### config.mk
export PLATFORM = sky130hd
export DESIGN_NAME = alarm_timer_bank
export DESIGN_NICKNAME = d
export VERILOG_FILES = /design/src/rtl/alarm_timer_bank_pkg.sv /design/src/rtl/alarm_timer_bank_channel.sv /design/src/rtl/alarm_timer_bank.sv
export SDC_FILE = /design/constraint.sdc
export NUM_CORES = 1
export LEC_CHECK = 0
export BUFFER_PORTS_ARGS = -buffer_cell sky130_fd_sc_hd__buf_2
export CAP_MARGIN = 20
export CELL_PAD_IN_SITES_DETAIL_PLACEMENT = 0
export CELL_PAD_IN_SITES_GLOBAL_PLACEMENT = 2
export CORE_UTILIZATION = 30
export CTS_CLUSTER_SIZE = 12
export DETAILED_ROUTE_END_ITERATION = 8
export HOLD_SLACK_MARGIN = 0.06
export PLACE_DENSITY = 0.65
export SYNTH_ARGS = -nofsm -noshare
export SYNTH_HDL_FRONTEND = slang
export SYNTH_SLANG_ARGS = --single-unit
### constraint.sdc
create_clock -name wt_clk -period 7.31 [get_ports wt_clk]
set_input_delay 1.0965 -clock wt_clk [delete_from_list [all_inputs] [get_ports wt_clk]]
set_output_delay 1.0965 -clock wt_clk [all_outputs]
set_load 0.01 [all_outputs]
### src/rtl/alarm_timer_bank_pkg.sv
// Shared types and constants for the multi-channel mm:ss alarm timer bank.
package alarm_timer_pkg;

  typedef enum logic [1:0] {
    ST_IDLE    = 2'b00,
    ST_RUN     = 2'b01,
    ST_PAUSE   = 2'b10,
    ST_EXPIRED = 2'b11
  } chan_state_e;

  localparam int unsigned BTN_MIN = 3;
  localparam int unsigned BTN_SEC = 2;
  localparam int unsigned BTN_CLR = 1;
  localparam int unsigned BTN_GO  = 0;

  localparam int unsigned SS_MAX = 59;

  // Clock mode in which the panel edits the alarm timers
  localparam logic [1:0] MODE_ALARM = 2'b10;

  // Increment with wrap to zero past max
  function automatic logic [5:0] wrap_inc(input logic [5:0] v, input logic [5:0] max);
    return (v >= max) ? 6'd0 : v + 6'd1;
  endfunction

endpackage

### src/rtl/alarm_timer_bank_channel.sv
// One countdown channel: FSM, count, preset and ring/expiry logic.
// Optional ring auto-timeout built when ALARM_RING_TIMEOUT_EN is defined.
module alarm_timer_channel
  import alarm_timer_pkg::*;
#(
  parameter int unsigned MM_MAX = 59
`ifdef ALARM_RING_TIMEOUT_EN
  , parameter int unsigned RING_SEC = 30
`endif
) (
  input  logic        wt_clk,
  input  logic        rst_n,
  input  logic        edit_en,
  input  logic [3:0]  act,
  input  logic        tick,
  output logic [5:0]  mm,
  output logic [5:0]  ss,
  output logic [1:0]  state,
  output logic        ring,
  output logic        expire_pulse
);

  chan_state_e state_q, state_d;
  logic [5:0]  mm_q, mm_d, ss_q, ss_d;
  logic [5:0]  mm_p_q, mm_p_d, ss_p_q, ss_p_d;
  logic        expire_q, expire_d;
  logic        nonzero;
`ifdef ALARM_RING_TIMEOUT_EN
  logic [7:0]  ring_cnt_q, ring_cnt_d;
`endif

  assign nonzero = (mm_q != 6'd0) || (ss_q != 6'd0);

  // Next-state, count and preset logic; act is already one-hot after priority decode
  always_comb begin
    state_d  = state_q;
    mm_d     = mm_q;
    ss_d     = ss_q;
    mm_p_d   = mm_p_q;
    ss_p_d   = ss_p_q;
    expire_d = 1'b0;
`ifdef ALARM_RING_TIMEOUT_EN
    ring_cnt_d = ring_cnt_q;
`endif
    case (state_q)
      ST_IDLE: begin
        if (edit_en) begin
          if (act[BTN_CLR]) begin
            mm_d = 6'd0;
            ss_d = 6'd0;
          end else if (act[BTN_GO]) begin
            if (nonzero) begin
              mm_p_d  = mm_q;
              ss_p_d  = ss_q;
              state_d = ST_RUN;
            end
          end else if (act[BTN_MIN]) begin
            mm_d = wrap_inc(mm_q, 6'(MM_MAX));
          end else if (act[BTN_SEC]) begin
            ss_d = wrap_inc(ss_q, 6'(SS_MAX));
          end
        end
      end
      ST_RUN: begin
        // An accepted button on this channel swallows a coincident tick
        if (edit_en && (act != 4'd0)) begin
          if (act[BTN_CLR]) begin
            mm_d    = mm_p_q;
            ss_d    = ss_p_q;
            state_d = ST_IDLE;
          end else if (act[BTN_GO]) begin
            state_d = ST_PAUSE;
          end
        end else if (tick) begin
          if (ss_q != 6'd0) begin
            ss_d = ss_q - 6'd1;
            if ((mm_q == 6'd0) && (ss_q == 6'd1)) begin
              state_d  = ST_EXPIRED;
              expire_d = 1'b1;
            end
          end else if (mm_q != 6'd0) begin
            mm_d = mm_q - 6'd1;
            ss_d = 6'(SS_MAX);
          end
        end
      end
      ST_PAUSE: begin
        if (edit_en) begin
          if (act[BTN_CLR]) begin
            mm_d    = mm_p_q;
            ss_d    = ss_p_q;
            state_d = ST_IDLE;
          end else if (act[BTN_GO]) begin
            // Edits may leave 00:00; resuming that would never expire
            if (nonzero) state_d = ST_RUN;
          end else if (act[BTN_MIN]) begin
            mm_d = wrap_inc(mm_q, 6'(MM_MAX));
          end else if (act[BTN_SEC]) begin
            ss_d = wrap_inc(ss_q, 6'(SS_MAX));
          end
        end
      end
      ST_EXPIRED: begin
        if (act != 4'd0) begin
          mm_d    = mm_p_q;
          ss_d    = ss_p_q;
          state_d = ST_IDLE;
`ifdef ALARM_RING_TIMEOUT_EN
          ring_cnt_d = 8'd0;
        end else if (tick) begin
          if (ring_cnt_q == 8'(RING_SEC - 1)) begin
            mm_d       = mm_p_q;
            ss_d       = ss_p_q;
            state_d    = ST_IDLE;
            ring_cnt_d = 8'd0;
          end else begin
            ring_cnt_d = ring_cnt_q + 8'd1;
          end
`endif
        end
      end
      default: state_d = ST_IDLE;
    endcase
  end

  // Channel registers
  always_ff @(posedge wt_clk or negedge rst_n) begin
    if (!rst_n) begin
      state_q  <= ST_IDLE;
      mm_q     <= '0;
      ss_q     <= '0;
      mm_p_q   <= '0;
      ss_p_q   <= '0;
      expire_q <= 1'b0;
`ifdef ALARM_RING_TIMEOUT_EN
      ring_cnt_q <= '0;
`endif
    end else begin
      state_q  <= state_d;
      mm_q     <= mm_d;
      ss_q     <= ss_d;
      mm_p_q   <= mm_p_d;
      ss_p_q   <= ss_p_d;
      expire_q <= expire_d;
`ifdef ALARM_RING_TIMEOUT_EN
      ring_cnt_q <= ring_cnt_d;
`endif
    end
  end

  assign mm           = mm_q;
  assign ss           = ss_q;
  assign state        = state_q;
  assign ring         = (state_q == ST_EXPIRED);
  assign expire_pulse = expire_q;

endmodule

### src/rtl/alarm_timer_bank.sv
// Multi-channel mm:ss countdown alarm bank: button priority decode,
// per-channel instances and selected-channel output mux.
// Optional ring auto-timeout: define ALARM_RING_TIMEOUT_EN.
module alarm_timer_bank
  import alarm_timer_pkg::*;
#(
  parameter int unsigned CH       = 4,
  parameter int unsigned MM_MAX   = 59,
  parameter int unsigned RING_SEC = 30
) (
  input  logic                                  wt_clk,
  input  logic                                  rst_n,
  input  logic [1:0]                            st,
  input  logic [3:0]                            btn,
  input  logic [((CH > 1) ? $clog2(CH) : 1)-1:0] sel,
  input  logic                                  tick_1hz,
  output logic [5:0]                            mm_out,
  output logic [5:0]                            ss_out,
  output logic [1:0]                            state_out,
  output logic [CH-1:0]                         ring,
  output logic [CH-1:0]                         expire_pulse
);

  localparam int unsigned SW = (CH > 1) ? $clog2(CH) : 1;

  if ((CH < 1) || (CH > 8) || (MM_MAX < 1) || (MM_MAX > 63) ||
      (RING_SEC < 1) || (RING_SEC > 255)) begin : g_param_err
    $error("alarm_timer_bank: parameter out of range");
  end

  logic [3:0] act   [CH];
  logic [5:0] ch_mm [CH];
  logic [5:0] ch_ss [CH];
  logic [1:0] ch_st [CH];
  logic       edit_en;

  assign edit_en = (st == MODE_ALARM);

  // Route the single winning button action to the selected channel only
  always_comb begin
    for (int unsigned i = 0; i < CH; i++) begin
      act[i] = '0;
      if (sel == SW'(i)) begin
        if (btn[BTN_CLR])      act[i][BTN_CLR] = 1'b1;
        else if (btn[BTN_GO])  act[i][BTN_GO]  = 1'b1;
        else if (btn[BTN_MIN]) act[i][BTN_MIN] = 1'b1;
        else if (btn[BTN_SEC]) act[i][BTN_SEC] = 1'b1;
      end
    end
  end

  for (genvar g = 0; g < CH; g++) begin : g_ch
    alarm_timer_channel #(
      .MM_MAX   (MM_MAX)
`ifdef ALARM_RING_TIMEOUT_EN
      , .RING_SEC (RING_SEC)
`endif
    ) u_ch (
      .wt_clk       (wt_clk),
      .rst_n        (rst_n),
      .edit_en      (edit_en),
      .act          (act[g]),
      .tick         (tick_1hz),
      .mm           (ch_mm[g]),
      .ss           (ch_ss[g]),
      .state        (ch_st[g]),
      .ring         (ring[g]),
      .expire_pulse (expire_pulse[g])
    );
  end

  // Selected-channel display mux; out-of-range selects read zero
  always_comb begin
    mm_out    = '0;
    ss_out    = '0;
    state_out = '0;
    for (int unsigned i = 0; i < CH; i++) begin
      if (sel == SW'(i)) begin
        mm_out    = ch_mm[i];
        ss_out    = ch_ss[i];
        state_out = ch_st[i];
      end
    end
  end

endmodule

Word-level counts from Yosys, hierarchy flattened
Index checks and enable logic that the tools add are counted.
Storage, ports and cells
  bits in registers: 108
  bits of input ports: 11
  output and inout bits: 22
  word-level logic and storage cells: 385
Cells by class
  add/sub/neg operators: 16
  $lt $le $gt $ge: 8
  equal/unequal tests: 68
  muxes and demuxes: 216
  bitwise logic cells: 4
  reductions and logical operators: 49
Operator list (number)
  6-bit two-way mux: 116
  6-bit case mux with 4 select lines: 8
  2-bit two-way mux: 58
  6-bit by 1-bit adder with 6-bit output (second input constant): 8
  6-bit >= comparator (second input constant): 8
  6-bit nonzero test: 8
  6-bit by 1-bit subtractor with 6-bit output (second input constant): 8
  3-bit by 1-bit inequality test with 1-bit output (second input constant): 12
  2-bit case mux with 4 select lines: 4
  8-bit AND reduction: 4
  2-bit inequality test (second input constant): 14
  7-bit AND reduction: 4
  1-bit two-way mux: 26
  6-bit by 1-bit equality test with 1-bit output (second input constant): 4
  6-bit zero test: 4
  3-bit by 2-bit inequality test with 1-bit output (second input constant): 8
  6-bit AND reduction: 4
  2-bit equality test (second input constant): 11
  5-bit AND reduction: 4
  4-bit two-way mux: 4
  4-bit by 1-bit inequality test with 1-bit output (second input constant): 4
  4-bit by 2-bit inequality test with 1-bit output (second input constant): 4
  4-bit nonzero test: 4
  3-bit inequality test (second input constant): 4
  6 further kinds: 28

Depth between registers and ports, before layout
Gate-level depths: netlist of the first run.
  word-level depth: 11
  gate-level depth with buffers: 10
  gate-level depth less buffers: 8

Cells and area by module
A second synthesis of the first run with hierarchy kept.
Unflattened totals
  cell total of the unflattened synthesis: 978
  area total of the unflattened synthesis: 8986.1 um^2
Modules (own cells, without submodules)
  alarm_timer_channel at g_ch[2].u_ch: instances 1, cells an instance 238, area an instance 2215.9 um^2, sequential area each 675.6 um^2
  alarm_timer_channel at g_ch[0].u_ch: instances 1, cells an instance 232, area an instance 2125.8 um^2, sequential area each 675.6 um^2
  alarm_timer_channel at g_ch[1].u_ch: instances 1, cells an instance 237, area an instance 2110.8 um^2, sequential area each 675.6 um^2
  alarm_timer_channel at g_ch[3].u_ch: instances 1, cells an instance 225, area an instance 2000.7 um^2, sequential area each 675.6 um^2
  alarm_timer_bank: instances 1, cells an instance 46, area an instance 533.0 um^2, sequential area each 0.0 um^2

Worst setup path after synthesis of the first run
OpenSTA, ideal clock, no wires.
  kind: input to output
  from: in sel[0] in the netlist's numbering
  to: out mm_out[2]
  data arrival time: 2.586 ns
  data required time: 6.214 ns
  slack: 3.628 ns
  stages on the path: 4
  path buffers: 3
  path through: buf_2 buf_2 buf_1 mux4_2
Between the ends
  longest elaborated chain between the ends: 5
  elaborated cells between the ends (all ways): 8
  classes of those cells: eq/ne (3); mux (4); reduce/logical (1)
RTL lines
  from (decl): RTL line alarm_timer_bank.sv:15  | input logic [((CH > 1) ? $clog2(CH) : 1)-1:0] sel,
  2-bit zero test: RTL line alarm_timer_bank.sv:78  | if (sel == SW'(i)) begin
  6-bit two-way mux (3 in series): RTL line alarm_timer_bank.sv:78
  6-bit two-way mux *: RTL line alarm_timer_bank.sv:78
  to (decl): RTL line alarm_timer_bank.sv:17  | output logic [5:0] mm_out,
Every way passes the cells marked *; elsewhere a longest branch is shown, timed or not.

Final worst setup path of the first run
  from: in btn[1]
  to: reg g_ch[0].u_ch.ss_q[4]
Between the ends
  longest elaborated chain between the ends: 8
  elaborated cells between the ends (all ways): 20
  classes of those cells: eq/ne (4); mux (13); reduce/logical (3)
RTL lines
  from (decl): RTL line alarm_timer_bank.sv:14  | input logic [3:0] btn,
  2-bit two-way mux: RTL line alarm_timer_bank.sv:44  | if (btn[BTN_CLR]) act[i][BTN_CLR] = 1'b1;
  4-bit two-way mux *: RTL line alarm_timer_bank.sv:43  | if (sel == SW'(i)) begin
  6-bit two-way mux (3 in series)
  6-bit two-way mux (on tied branches): RTL line alarm_timer_bank_channel.sv:89, alarm_timer_bank_channel.sv:48
  6-bit two-way mux (on tied branches): RTL line alarm_timer_bank_channel.sv:88, alarm_timer_bank_channel.sv:47
  6-bit case mux with 4 select lines: RTL line alarm_timer_bank_channel.sv:45  | case (state_q)
  to (signal assigned): RTL line alarm_timer_bank_channel.sv:141  | ss_q <= ss_d;
  to (decl): RTL line alarm_timer_bank_channel.sv:24  | logic [5:0] mm_q, mm_d, ss_q, ss_d;
Every way passes the cells marked *; elsewhere a longest branch is shown, timed or not. The select of a mux whose other input is x is not followed.
A chain may end at the register's enable or synchronous reset.

==> flow_metrics.env, run 1 <==
export IMPL_outcome="finished clean"
export IMPL_timing_final_ws_setup_ns=3.50
export IMPL_fin_skew_ns=0.0132
export IMPL_ff2ff_setup_slack_ns=4.32
export IMPL_tightest_slew_ns=1.06
export IMPL_post_route_period_util_pct=52.2
export IMPL_setup_viol=0
export IMPL_cp_slowest_stage_delay_ns=0.91
export IMPL_fillCellCount=2839
export IMPL_crit_type="in2reg"
export IMPL_grt_usage_pct=19.9
export IMPL_hold_class="reg2reg"
export IMPL_placedInstanceArea_mm2=0.00847
export IMPL_clk_pin_slew_ns=0.07
export IMPL_setup_tns_ns=0
export IMPL_fin_crit_ns=3.81
export IMPL_clk_insertion_delay_late_ns=0.36
export IMPL_final_core_util_pct=32.9
export IMPL_grt_max_degree=56
export IMPL_dieArea_mm2=0.0280
export IMPL_r2r_start="g_ch[3].u_ch.mm[0]"
export IMPL_gp_congestion=0.823
export IMPL_cts_made_buffers=9
export IMPL_hp_start="g_ch[2].u_ch.ss_p_q[0]"
export IMPL_path_buf_inv=1
export IMPL_antenna_cells=0
export IMPL_start_kind="input port"
export IMPL_yosys_warnings=0
export IMPL_clock_sinks=108
export IMPL_hold_slack_ns=0.490
export IMPL_stdcell_area_mm2=0.00883
export IMPL_grt_pass1_wl_um=43100
export IMPL_routedWlPerCell_um=21.9
export IMPL_final_cell_mix="dfrtp_1, nor2_1, o21ai_0, a21oi_1, nand2_1"
export IMPL_cts_resized=0
export IMPL_crit_arrival_ns=4.05
export IMPL_dr_pass1_iters=5
export IMPL_final_common_cell="dfrtp_1"
export IMPL_critPathSlowestCell="a31oi_1"
export IMPL_drv_cap=0
export IMPL_finalWirelength_um=27300
export IMPL_syn_instance_count=933
export IMPL_synthArstFlopShare_pct=100
export IMPL_ctsHtreeMaxLevel=3
export IMPL_p_leak_nw=3.63
export IMPL_drt_iter0_drc=492
export IMPL_die_w_um=167
export IMPL_crit_fanout=25
export IMPL_grt_pass1_vias=7096
export IMPL_nNetsFinal=940
export IMPL_end_kind="register"
export IMPL_cts_buffer_depth=2
export IMPL_clock_root_buffer="clkbuf_16"
export IMPL_core_mm2=0.0269
export IMPL_overflow=0
export IMPL_ant_nets=0
export IMPL_slew_headroom_pct=28.6
export IMPL_maxSlewViolCount=0
export IMPL_timing_fmax_mhz=262
export IMPL_finalHoldViolCount=0
export IMPL_synthesis_nets=972
export IMPL_grt_antenna_before_repair=1
export IMPL_startpoint="btn[1]"
export IMPL_post_dp_hpwl_um=19800
export IMPL_yosys_register_bits=108
export IMPL_hold_buffers=0
export IMPL_rows=60
export IMPL_drive_gt1_share_pct=14.2
export IMPL_tritoncts="built"
export IMPL_synth_edf_count=0
export IMPL_syn_to_final_growth_pct=7.57
export IMPL_drc=0
export IMPL_cp_common_cell="o21ai_0"
export IMPL_crit_required_ns=7.54
export IMPL_dp_slack_ns=3.15
export IMPL_seq_area_frac_synth_pct=32.9
export IMPL_start_util_pct=30.6
export IMPL_io_buffers=32
export IMPL_path_cells="buf_2, or4_1, a31oi_1, a221oi_1, a21o_1, o21ai_0, o21ai_0"
export IMPL_post_cts_buffers=0
export IMPL_vias=7246
export IMPL_synth_main_ff_cell="dfrtp_1"
export IMPL_synth_area_mm2=0.00821
export IMPL_ioPinCount=33
export IMPL_p_per_area_mw_per_mm2=386
export IMPL_crit_family="compound AO/OA/AOI/OAI gates"
export IMPL_yosys_cell_types_count=82
export IMPL_viasPerCell=5.81
export IMPL_avgSynthCellArea_um2=8.80
export IMPL_ir_drop_v=0.000142
export IMPL_die_y_um=167
export IMPL_rsz0062_at_grt="no"
[sequential cells by signal, summed over array words and instances (netlist names)]
name / cells
g_ch.u_ch.ss_p_q: 24
g_ch.u_ch.ss: 24
g_ch.u_ch.mm_p_q: 24
g_ch.u_ch.state: 8
g_ch.u_ch.expire_pulse: 4
g_ch.u_ch.mm: 24
[synth_stat cells, types with 6 or more instances]
cell       instances  area, µm²
nand3_1           31        155
nand2b_1          13       81.3
o2bb2ai_1          6       52.6
mux4_2            14        315
nor2b_1           15       93.8
inv_1             25       93.8
and3_1            11       68.8
clkbuf_1          41        154
nor3b_1            7       52.6
o21ai_0           73        365
o221ai_1           9       78.8
nor3_1            30        150
a31oi_1           16        100
nor4_1             6       37.5
dfrtp_1          108       2700
buf_4              8       60.1
a21o_1            11       82.6
mux2_4            10        150
xnor2_1           10       87.6
a21oi_1           64        320
xor2_1             9       78.8
mux2_2            33        372
and2_1            10       62.6
a22o_1             6       52.6
buf_2             27        135
ha_1              28        350
nand2_1           63        236
nand4_1           12       75.1
a221oi_1          12        105
o21bai_1           6       45.0
a211oi_1           9       67.6
a22oi_1           13       97.6
nor2_1            74        278
[kinds of logic (layout without fill, tap and decap cells)]
kind of cell,after synthesis,after routing,share of synthesized area (%)
and+or+nand+nor,309,309,19.7
AOI/OAI and AO/OA,299,299,24.4
buffers and inverters,109,82,6.05
DFF,108,108,32.9
muxes,60,60,10.6
adders and majority gates,29,29,4.39
xor gates and xnor gates,19,19,2.03
[through the flow]
stage	cells	total power, W
2_1_floorplan	933	0.00229
3_3_place_gp	1230	0.00283
3_5_place_dp	1231	0.00281
4_1_cts	1247	0.00344
5_1_grt	1247	0.00369
6_report	1247	0.00341
[metal layers]
layer,GRT usage (%),share of wire [%],vias up
li1,-,-,3422
met4,5.82,1.9,2
met3,2.79,4.2,32
met1,27.8,47,3604
met2,32.0,46,186
met5,0,0.066,-
[where the power goes]
part           total [W]  switching [W]  internal [W]
clock           0.000615       0.000235      0.000380
combinational    0.00155       0.000866      0.000687
sequential       0.00125       0.000464      0.000782
total            0.00341        0.00157       0.00185
[final timing paths]
check	cells past startpoint	end
setup / recovery	7	g_ch[0].u_ch.ss[4]
hold / removal	2	g_ch[2].u_ch.ss_p_q[0]
setup reg to reg	8	g_ch[3].u_ch.mm_p_q[4]
hold reg to reg	2	g_ch[2].u_ch.ss_p_q[0]
max in group asynchronous	2	g_ch[2].u_ch.ss[4]
min in group asynchronous	1	g_ch[0].u_ch.mm_p_q[3]
[tightest hold or removal path: stages (launching register included)]
cell     delay [ns]
dfrtp_1        0.35
nand2_1        0.05
o21ai_0        0.06
[cell type report]
class | count | area, µm² | area share (%)
tap | 341 | 427 | 4.83
multi-input combinational | 716 | 5020 | 56.8
timing repair buffer | 40 | 223 | 2.52
inverter | 26 | 97.6 | 1.10
clock inverter | 4 | 120 | 1.36
sequential | 108 | 2700 | 30.6
clock buffer | 12 | 246 | 2.79
Note: power is estimated with default switching activity, not from simulation.
==> run 2: changes to the inputs <==
- clock period: 7.31 -> 3.9 ns (I/O delays scaled with it)
==> run 2 against run 1 <==
  * Final cell count grew 1.3%
  * First-iteration DRC count grew 21%
  * Highest routed layer unchanged
  * Clock-buffer cell count shrank 2
==> flow_metrics.env, run 2 (synthesis gave the netlist of run 1 again) <==
export IMPL_clk_pin_slew_ns=0.08
export IMPL_drc=0
export IMPL_grt_pass1_vias=7266
export IMPL_slew_headroom_pct=43.3
export IMPL_tightest_slew_ns=0.846
export IMPL_nNetsFinal=957
export IMPL_start_kind="register"
export IMPL_grt_pass1_wl_um=44100
export IMPL_antenna_cells=0
export IMPL_setup_viol=0
export IMPL_busiest_layer="met2"
export IMPL_timing_fmax_mhz=366
export IMPL_dieArea_mm2=0.0280
export IMPL_viasPerCell=5.73
export IMPL_post_dp_hpwl_um=20400
export IMPL_grt_antenna_before_repair=3
export IMPL_path_cells="inv_1, ha_1, nand3_1, nor2_1, or4_4, or3_4, mux2_4"
export IMPL_crit_required_ns=4.16
export IMPL_hold_slack_ns=0.274
export IMPL_die_w_um=167
export IMPL_crit_family="simple AND/OR/NAND/NOR gates"
export IMPL_critPathSlowestCell="dfrtp_1"
export IMPL_tritoncts="built"
export IMPL_crit_fanout=12
export IMPL_crit_type="reg2reg"
export IMPL_clock_sinks=108
export IMPL_rsz0062_at_grt="no"
export IMPL_core_mm2=0.0269
export IMPL_die_y_um=167
export IMPL_gr_usage_met2_pct=32.6
export IMPL_placedInstanceArea_mm2=0.00861
export IMPL_grt_usage_pct=20.6
export IMPL_ff2ff_setup_slack_ns=1.17
export IMPL_drv_cap=0
export IMPL_stdcell_area_mm2=0.00895
export IMPL_syn_to_final_growth_pct=8.94
export IMPL_gp_congestion=0.878
export IMPL_routedWlPerCell_um=22.0
export IMPL_overflow=0
export IMPL_grt_use_met1_pct=28.7
export IMPL_fin_crit_ns=2.73
export IMPL_use_met3_pct=3.07
export IMPL_cts_made_buffers=9
export IMPL_end_kind="register"
export IMPL_ctsHtreeMaxLevel=3
export IMPL_post_route_period_util_pct=70.0
export IMPL_fin_skew_ns=0.0107
export IMPL_rows=60
export IMPL_p_leak_nw=3.71
export IMPL_cp_slowest_stage_delay_ns=0.57
export IMPL_post_cts_buffers=0
export IMPL_path_buf_inv=1
export IMPL_hold_class="in2async"
export IMPL_crit_arrival_ns=2.99
export IMPL_drt_iter0_drc=596
export IMPL_dr_pass1_iters=5
export IMPL_io_buffers=32
export IMPL_ir_drop_v=0.000286
export IMPL_grt_max_degree=57
export IMPL_drive_gt1_share_pct=15.9
export IMPL_fillCellCount=2876
export IMPL_finalHoldViolCount=0
export IMPL_outcome="finished clean"
export IMPL_ioPinCount=33
export IMPL_setup_tns_ns=0
export IMPL_cts_buffer_depth=2
export IMPL_start_util_pct=30.6
export IMPL_ant_nets=0
export IMPL_clock_root_buffer="clkbuf_16"
export IMPL_maxSlewViolCount=0
export IMPL_hold_buffers=0
export IMPL_cts_resized=0
export IMPL_final_common_cell="dfrtp_1"
export IMPL_final_cell_mix="dfrtp_1, nor2_1, o21ai_0, a21oi_1, nand2_1"
export IMPL_vias=7239
export IMPL_clk_insertion_delay_late_ns=0.38
export IMPL_p_per_area_mw_per_mm2=721
export IMPL_finalWirelength_um=27800
## run 2: metrics by stage
step,cells,worst slack [ns],util (%),total power [W]
after floorplan,933,1.24,-,0.00429
after global placement,1248,0.872,32.0,0.00541
after detailed placement,1248,0.821,32.0,0.00537
after CTS,1263,1.14,33.3,0.00649
after global routing,1263,0.750,33.3,0.00696
final,1263,1.17,33.3,0.00645
## run 2: worst register-to-register path, cell delays in order (launching register included)
cell     delay, ns
dfrtp_1       0.57
inv_1         0.15
ha_1          0.24
nand3_1       0.29
nor2_1        0.11
or4_4         0.43
or3_4         0.48
mux2_4        0.35
## run 2: layout make-up
cell class                      instances  area (µm²)  share of cell area (%)
Timing Repair Buffer                   57         363                    4.06
Clock buffer                           10         239                    2.67
Sequential cell                       108        2700                    30.2
Tap cell                              341         427                    4.77
Clock inverter                          5         100                    1.12
Multi-Input combinational cell        716        5020                    56.1
Inverter                               26        97.6                    1.09
## run 2: path summary, 6_finish.rpt
kind,start,to,cells past startpoint
min in group wt_clk,g_ch[1].u_ch.mm_p_q[5],g_ch[1].u_ch.mm_p_q[5],2
hold reg to reg,g_ch[1].u_ch.mm_p_q[5],g_ch[1].u_ch.mm_p_q[5],2
hold / removal,rst_n,g_ch[0].u_ch.ss_p_q[2],1
setup reg to reg,g_ch[0].u_ch.ss[1],g_ch[0].u_ch.mm_p_q[5],7
setup / recovery,g_ch[0].u_ch.ss[1],g_ch[0].u_ch.mm_p_q[5],7
max in group asynchronous,rst_n,g_ch[3].u_ch.ss[4],2
## run 2: per-layer routing
| layer | up-vias | wire length (µm) | part of all wire [%] |
|---|---|---|---|
| li1 | 3447 | - | - |
| met1 | 3561 | 13200 | 47 |
| met2 | 190 | 12900 | 46 |
| met3 | 37 | 1230 | 4.4 |
| met4 | 4 | 522 | 1.9 |
| met5 | - | 23 | 0.083 |
## run 2: power by group
group | internal [W] | switching (W)
Combinational | 0.00134 | 0.00169
Sequential | 0.00147 | 0.000846
Clock | 0.000641 | 0.000465
Total | 0.00345 | 0.00300
